### src/rtl/hc595_drive.sv
// rtl/hc595_drive.sv - SN74HC595 chain serial driver; optional macro HC595_OE_BLANK_EN blanks OE_n during each update
module hc595_drive #(
  parameter int DATA_WIDTH = 8,
  parameter int CLK_DIV    = 5,
  parameter bit MSB_FIRST  = 1'b1
) (
  input  logic                  clk,
  input  logic                  rst,
  input  logic                  i_start,
  input  logic [DATA_WIDTH-1:0] i_data,
  output logic                  o_ser,
  output logic                  o_shift_clk,
  output logic                  o_latch_clk,
  output logic                  o_oe_n,
  output logic                  o_busy,
  output logic                  o_done
);

  localparam int CW    = $clog2(DATA_WIDTH + 1);
  localparam int DVW   = (CLK_DIV > 1) ? $clog2(CLK_DIV) : 1;
  localparam int FIRST = MSB_FIRST ? DATA_WIDTH - 1 : 0;
  localparam logic [CW-1:0]  BITS_LAST = CW'(DATA_WIDTH);
  localparam logic [DVW-1:0] DIV_LAST  = DVW'(CLK_DIV - 1);

  typedef enum logic [2:0] {
    IDLE,
    SHIFT_LOW,
    SHIFT_HIGH,
    LATCH_LOW,
    LATCH_HIGH
  } state_t;

  state_t                state, state_n;
  logic [DATA_WIDTH-1:0] sreg, sreg_n, sreg_shift;
  logic [CW-1:0]         bit_cnt, bit_cnt_n, bit_inc;
  logic [DVW-1:0]        div_cnt, div_cnt_n;
  logic                  ser_n, sck_n, rck_n, oe_n_n, busy_n, done_n;
  logic                  tick, accept;

  // Each FSM state lasts exactly one divider period; tick marks its last cycle.
  assign tick       = (div_cnt == DIV_LAST);
  // A start on the o_done cycle is dropped so the earliest accept is the cycle after.
  assign accept     = (state == IDLE) && i_start && !o_done;
  assign bit_inc    = bit_cnt + 1'b1;
  // The next bit to present always moves into the FIRST position.
  assign sreg_shift = MSB_FIRST ? (sreg << 1) : (sreg >> 1);

  // Next-state and next-output computation; all outputs are registered.
  always_comb begin
    state_n   = state;
    sreg_n    = sreg;
    bit_cnt_n = bit_cnt;
    div_cnt_n = (state == IDLE || tick) ? '0 : div_cnt + 1'b1;
    ser_n     = o_ser;
    sck_n     = o_shift_clk;
    rck_n     = o_latch_clk;
    oe_n_n    = o_oe_n;
    busy_n    = o_busy;
    done_n    = 1'b0;
    case (state)
      IDLE: begin
        if (accept) begin
          sreg_n    = i_data;
          ser_n     = i_data[FIRST];
          busy_n    = 1'b1;
          bit_cnt_n = '0;
          div_cnt_n = '0;
`ifdef HC595_OE_BLANK_EN
          oe_n_n    = 1'b1;
`endif
          state_n   = SHIFT_LOW;
        end
      end
      SHIFT_LOW: begin
        if (tick) begin
          sck_n   = 1'b1;
          state_n = SHIFT_HIGH;
        end
      end
      SHIFT_HIGH: begin
        if (tick) begin
          sck_n     = 1'b0;
          bit_cnt_n = bit_inc;
          if (bit_inc == BITS_LAST) begin
            state_n = LATCH_LOW;
          end else begin
            sreg_n  = sreg_shift;
            ser_n   = sreg_shift[FIRST];
            state_n = SHIFT_LOW;
          end
        end
      end
      LATCH_LOW: begin
        if (tick) begin
          rck_n   = 1'b1;
          state_n = LATCH_HIGH;
        end
      end
      LATCH_HIGH: begin
        if (tick) begin
          rck_n   = 1'b0;
          done_n  = 1'b1;
          busy_n  = 1'b0;
          oe_n_n  = 1'b0;
          state_n = IDLE;
        end
      end
      default: state_n = IDLE;
    endcase
  end

  // State, datapath and output registers with synchronous abort on reset.
  always_ff @(posedge clk) begin
    if (rst) begin
      state       <= IDLE;
      sreg        <= '0;
      bit_cnt     <= '0;
      div_cnt     <= '0;
      o_ser       <= 1'b0;
      o_shift_clk <= 1'b0;
      o_latch_clk <= 1'b0;
      o_oe_n      <= 1'b1;
      o_busy      <= 1'b0;
      o_done      <= 1'b0;
    end else begin
      state       <= state_n;
      sreg        <= sreg_n;
      bit_cnt     <= bit_cnt_n;
      div_cnt     <= div_cnt_n;
      o_ser       <= ser_n;
      o_shift_clk <= sck_n;
      o_latch_clk <= rck_n;
      o_oe_n      <= oe_n_n;
      o_busy      <= busy_n;
      o_done      <= done_n;
    end
  end

endmodule

### config.mk
export PLATFORM = sky130hd
export DESIGN_NAME = hc595_drive
export DESIGN_NICKNAME = d
export VERILOG_FILES = /design/src/rtl/hc595_drive.sv
export SDC_FILE = /design/constraint.sdc
export NUM_CORES = 1
export LEC_CHECK = 0
export ABC_AREA = 1
export CAP_MARGIN = 40
export CORE_MARGIN = 2
export CORE_UTILIZATION = 41
export CTS_BUF_LIST = sky130_fd_sc_hd__clkbuf_4 sky130_fd_sc_hd__clkbuf_8
export DETAILED_ROUTE_END_ITERATION = 10
export GPL_ROUTABILITY_DRIVEN = 0
export PLACE_DENSITY_LB_ADDON = 0.25
export SYNTH_ARGS = -nofsm -noshare
export SYNTH_HDL_FRONTEND = slang
export SYNTH_SLANG_ARGS = --single-unit
export TNS_END_PERCENT = 30
### constraint.sdc
create_clock -name clk -period 2 [get_ports clk]
set_input_delay 0.3 -clock clk [delete_from_list [all_inputs] [get_ports clk]]
set_output_delay 0.3 -clock clk [all_outputs]
set_load 0.05 [all_outputs]
==> results of run 1 <==
## state kept, by name, indices dropped and copies added, names as in the netlist
signal / count
state: 3
bit_cnt: 4
o_shift_clk: 1
o_ser: 1
o_done: 1
o_latch_clk: 1
o_oe_n: 1
o_busy: 1
sreg: 7
div_cnt: 3
## tightest hold or removal path: stages, from the launching register on
cell	delay, ns
dfxtp_1	0.33
nand2_1	0.06
nand2_1	0.04
## layer usage
| metal | share of wire | track usage | up-vias |
|---|---|---|---|
| met5 | 0 | 0 | - |
| met4 | 0.0064 | 0.0455 | 0 |
| met3 | 0.041 | 0.0286 | 2 |
| met2 | 0.47 | 0.241 | 25 |
| met1 | 0.48 | 0.207 | 499 |
| li1 | - | - | 593 |
## layout by cell type, fill, tap and decap left out, types with 4 or more instances in the layout
cell	instances
nor2_1	21
nand2_1	42
inv_1	19
a21oi_2	4
nand3_1	19
clkbuf_4	4
dfxtp_1	23
clkdlybuf4s50_1	16
a21oi_1	12
nand2_2	6
ha_1	4
inv_2	5
## logic make-up (layout without fill, tap and decap cells)
| group | Yosys count | count (layout) | share of synthesized area |
|---|---|---|---|
| AND/OR/NAND/NOR | 98 | 98 | 0.368 |
| buffers and inverters | 31 | 48 | 0.119 |
| flip-flops | 23 | 23 | 0.372 |
| AO/OA/AOI/OAI | 20 | 20 | 0.0930 |
| adder cells (fa/ha/maj) | 4 | 4 | 0.0404 |
| XOR/XNOR | 1 | 1 | 0.00708 |
## worst paths after layout
path,from,end,slack [ns],depth (start not counted)
min reg2reg,o_oe_n,o_oe_n,0.45,2
max,o_shift_clk,o_shift_clk,0.24,1
min,o_oe_n,o_oe_n,0.45,2
max reg2reg,bit_cnt[0],sreg[3],0.42,8
## power by group through the flow
stage,sequential [mW],clock [mW],combinational (mW)
finish,0.609,0.226,0.477
global route,0.620,0.253,0.548
CTS,0.607,0.237,0.480
detailed placement,0.616,0,0.478
global placement,0.613,0,0.469
floorplan,0.626,0,0.381
## cell type report
cell class	instances	area, um^2
clock buffer	4	30.0
fill	272	1370
inverter	25	96.3
multi-input combinational	123	629
sequential	23	460
tap	31	38.8
timing repair buffer	19	183
## synth_stat cells, drive strengths merged
cell,n,area [um^2]
buf,6,51.3
dfxtp,23,460
xnor2,1,8.76
inv,25,96.4
nand4,3,18.8
o21ai,4,20.0
nand3,22,133
nor2,25,109
ha,4,50.1
a21oi,16,95.1
nand2,48,195
## through the flow
| stage | hold WS (ns) | power, mW | area (um^2) | utilization |
|---|---|---|---|---|
| finish | 0.454 | 1.31 | 1440 | 0.512 |
| floorplan | 0.362 | 1.01 | 1240 | - |
| global route | 0.479 | 1.42 | 1440 | 0.512 |
| detailed placement | 0.437 | 1.09 | 1410 | 0.502 |
| CTS | 0.459 | 1.32 | 1440 | 0.512 |
| global placement | 0.427 | 1.08 | 1410 | 0.502 |
==> reports/metrics.yaml, run 1 <==
status:
  status: "completed"
die:
  start_util: 0.441
  std_cell_rows: 19
  core-area_um2: 2810
  fp.dieH_um: 58.9
  chipWidth_um: 58.9
  die_area_um2: 3470
  io_pins: 17
power:
  pwr-share-comb: 0.364
  p_switching_uw: 508
  power_leakage_nw: 0.659
  clockPowerShare: 0.172
  switching_share: 0.387
  ir_drop_v: 0.000466
  p_seq_frac: 0.464
  pwr_density_cell_nw_per_um2: 913
  p_int_uw: 804
synth:
  synth_cells: 177
  synth_area_um2: 1240
  syn_avg_cell_area_um2: 6.99
  synth.distinct_cells: 22
  synth_warnings: 0
  ys_ff_latch: 23
  synth_nets: 192
  ys_seq_area_frac: 0.372
placed_design:
  port_buffers: 16
  hpwlAfterDp_mm: 1.73
  dp.cells: 221
  pre_cts_ws_ns: 0.279
clock_tree:
  cts-root-buf: "clkbuf_4"
  post-cts-setup-buffer-count: 0
  cts_hold_buf: 0
  h-tree-depth: 1
  cts_resized: 0
  cts_sinks: 23
  cts.clk_slew.worst_paths_ns: 0.13
  cts_made_buffers: 3
  clockBufferDepth: 2
  cts_tree: "yes"
  clock_latency_ns: 0.30
detailed_routing:
  routed_wl_mm: 2.35
  drt_iter0_markers: 31
  routedWlPerCell_um: 10.4
  ant_nets: 0
  vias: 1119
  firstDrtPassIters: 4
  drc: 0
  vias_per_cell: 4.97
global_routing:
  antenna_found_initial: 0
  grt_overflow_total: 0
  grt.total_usage: 0.151
  grt_max_degree: 21
  grt_pass1_vias: 955
  grt_pass1_wl_mm: 4.08
sta:
  setup_tns_ns: 0
  skew_ns: 0.00560
  rsz0062_at_grt: "no"
  relSlewSlack: 0.672
  worst_pin_slew_ns: 0.491
  fmax_mhz: 568
  layout_setup_ws_ns: 0.241
  period_needed_ns: 1.76
  finalSetupViolCount: 0
  hold_viol: 0
  maxSlewViolCount: 0
  period_share: 0.880
final_layout:
  finalNonFillerCells: 225
  drive_gt1_frac: 0.155
  fin_nets: 210
  n_antenna_cell: 0
  syn_to_final_growth_pct: 16.2
job:
  maxCapViolCount: 0
critical_path:
  cp.buffers_inverters: 1
  cp.arrival_ns: 1.46
  crit_chain: "clkdlybuf4s50_1"
  crit_path_max_incr_delay_ns: 0.80
  cp_max_fo: 2
  cp_top_family: "buffers and inverters"
  cp_slowest_cell: "clkdlybuf4s50_1"
  required_ns: 1.70
  endpoint_kind: "output port"
  startpoint_type: "flop"
  path_class: "reg -> out"
worst_hold_path:
  holdCritPathClass: "reg -> reg"
Note: power is estimated with default switching activity, not from simulation.
==> run 2: changes to the inputs <==
==> constraint.sdc (replaced) <==
create_clock -name clk -period 1.51 [get_ports clk]
set_input_delay 0.2265 -clock clk [delete_from_list [all_inputs] [get_ports clk]]
set_output_delay 0.2265 -clock clk [all_outputs]
set_load 0.05 [all_outputs]
==> run 2 against run 1 <==
Effect of this change:
- first-iteration DRC count is 6.5% lower
- sequential power up 31%
- non-clock buffer count increased by 5
- die area unchanged
- core utilization increased by 2.3 points
- critical path depth grew 7
- final cell count up 2.7%
- clock power grew 30%
- worst setup slack got worse by 0.15 ns
- combinational power increased by 51%
- clock skew decreased by 0.0031 ns
- total power increased by 38%
- critical endpoint is now sreg[2]
==> reports/metrics.yaml, run 2 (same netlist as run 1, synthesis figures left out) <==
sta:
  relSlewSlack: 0.765  # +0.0937
  period_needed_ns: 1.42
  period_share: 0.941
  maxSlewViolCount: 0  # unchanged
  holdWs_ns: 0.455  # +0.000638 ns
  rsz0062_at_grt: "no"
  worst_pin_slew_ns: 0.351  # -0.139 ns
  hold_viol: 0  # unchanged
  finalSetupViolCount: 0  # unchanged
  skew_ns: 0.00246  # -0.00314 ns
  fmax_mhz: 704
job:
  maxCapViolCount: 0  # unchanged
clock_tree:
  clockBufferDepth: 2  # unchanged
  h-tree-depth: 1  # unchanged
  cts_tree: "yes"
  cts_made_buffers: 3  # unchanged
  cts_hold_buf: 0  # unchanged
  clock_latency_ns: 0.32  # +0.02 ns
  cts.clk_slew.worst_paths_ns: 0.13  # about the same
  post-cts-setup-buffer-count: 0  # unchanged
  cts-root-buf: "clkbuf_4"
  cts_sinks: 23  # unchanged
global_routing:
  grt_pass1_vias: 991  # +3.8%
  grt_max_degree: 21  # unchanged
  antenna_found_initial: 0  # unchanged
  grt.total_usage: 0.159  # +0.00754
  grt_pass1_wl_mm: 4.23  # +3.7%
  grt_overflow_total: 0  # unchanged
critical_path:
  startpoint_type: "flop"
  cp_slowest_cell: "dfxtp_4"
  cp_top_family: "simple AND/OR/NAND/NOR gates"
  cp_max_fo: 8  # +6
  crit_path_max_incr_delay_ns: 0.39  # -0.41 ns
  required_ns: 1.74  # +0.04 ns
  cp.buffers_inverters: 1  # unchanged
  reg2reg_from: "bit_cnt[1]"
  path_class: "reg -> reg"
  cp.arrival_ns: 1.65  # +0.19 ns
  crit_chain: "ha_1 -> inv_1 -> nand2_1 -> nand2_2 -> nor2_4 -> nand3_4 -> a21oi_1 -> nor2_1"
  cp-startpoint: "bit_cnt[1]"
  endpoint_kind: "flop"
final_layout:
  top_register: "sreg"
  largestRegisters: "sreg: 7 flops, bit_cnt: 4 flops"
  final_common_cell: "nand2_1"
  layout_common_cells: "nand2_1 (41), dfxtp_1 (22), nor2_1 (21)"
  syn_to_final_growth_pct: 21.4
  final_area_um2: 1500  # +4.5%
  largest_reg_flops: 7  # unchanged
  fin_util: 0.536  # +0.0232
  n_antenna_cell: 0  # unchanged
  drive_gt1_frac: 0.225  # +0.0704
  fin_nets: 216  # +2.9%
detailed_routing:
  firstDrtPassIters: 4  # unchanged
  wl_met2_mm: 1.26  # +13%
  routed_wl_mm: 2.53  # +7.6%
  ant_nets: 0  # unchanged
  top_layer: "met3"
  drc: 0  # unchanged
  vias_per_cell: 4.87  # -2.2%
  routed-wl-met3_um: 90  # -6.3%
  routedWlPerCell_um: 10.9  # +4.8%
  met1_length_mm: 1.17  # +4.4%
  drt_iter0_markers: 29  # -6.5%
  vias: 1124  # +0.45%
die:
  io_pins: 17  # unchanged
  fp.dieH_um: 58.9  # unchanged
  start_util: 0.441  # unchanged
  std_cell_rows: 19  # unchanged
  core-area_um2: 2810  # unchanged
  die_area_um2: 3470  # unchanged
  chipWidth_um: 58.9  # unchanged
power:
  power_leakage_nw: 0.699  # +6.0%
  pwr_density_cell_nw_per_um2: 1210  # +32%
  power_mw: 1.81  # +38%
  ir_drop_v: 0.000848  # +82%
worst_hold_path:
  hold_start: "o_oe_n"
  holdCritPathClass: "reg -> reg"
placed_design:
  placed_cell_area_um2: 1440  # +2.5%
  hpwlAfterDp_mm: 1.83  # +5.7%
  port_buffers: 16  # unchanged
status:
  status: "completed"
-- run 2: cell types whose count changed in the layout (fill, tap and decap cells not counted), sizes merged --
cell           change
buf               +11
nand3              +1
clkbuf             -1
clkinv             +1
clkdlybuf4s50      -6
-- run 2: path summary, 6_finish.rpt --
| kind | slack (ns) | endpoint | cells after the start |
|---|---|---|---|
| setup / recovery | 0.09 | sreg[2] | 8 |
| hold / removal | 0.45 | o_oe_n | 2 |
| setup reg to reg | 0.09 | sreg[2] | 8 |
| hold reg to reg | 0.45 | o_oe_n | 2 |
-- run 2: area by class of cell --
cell class / instances / area [um^2]
Clock buffer: 3 / 22.5
Clock inverter: 1 / 5.00
Fill cell: 282 / 1300
Inverter: 25 / 96.3
Multi-Input combinational cell: 124 / 658
Sequential cell: 23 / 464
Tap cell: 31 / 38.8
Timing Repair Buffer: 24 / 218
-- run 2: power breakdown --
group | switching [mW] | internal (mW) | leakage (nW)
Sequential | 0.0929 | 0.706 | 0.189
Clock | 0.195 | 0.0993 | 0.0177
Combinational | 0.434 | 0.286 | 0.492
Total | 0.722 | 1.09 | 0.699
-- run 2: routing by layer --
metal | vias up | GRT usage
met2 | 17 | 0.263
met1 | 503 | 0.198
met4 | 0 | 0.0390
met3 | 0 | 0.0527
met5 | - | 0
li1 | 604 | -
-- run 2: tightest hold or removal path: cells and delay by family, from the launching register on --
kind | cells | cell delay [ns]
simple gates | 2 | 0.10
flops | 1 | 0.33
-- run 2: repair_timing --
action | in CTS | in global routing
gates resized for setup | 1 | 5
endpoints found under the setup margin | 6 | 8
pin swaps | 0 | 2
gates cloned | 0 | 1
hold endpoints to repair | 0 | 0
-- run 2: metrics by stage --
stage / setup slack, ns / TNS, ns / instances
6_report: 0.0890 / 0 / 231
3_3_place_gp: 0.0336 / 0 / 226
3_5_place_dp: -0.00866 / -0.0106 / 226
5_1_grt: 0.0204 / 0 / 231
4_1_cts: 0.0501 / 0 / 230
2_1_floorplan: 0.116 / 0 / 177
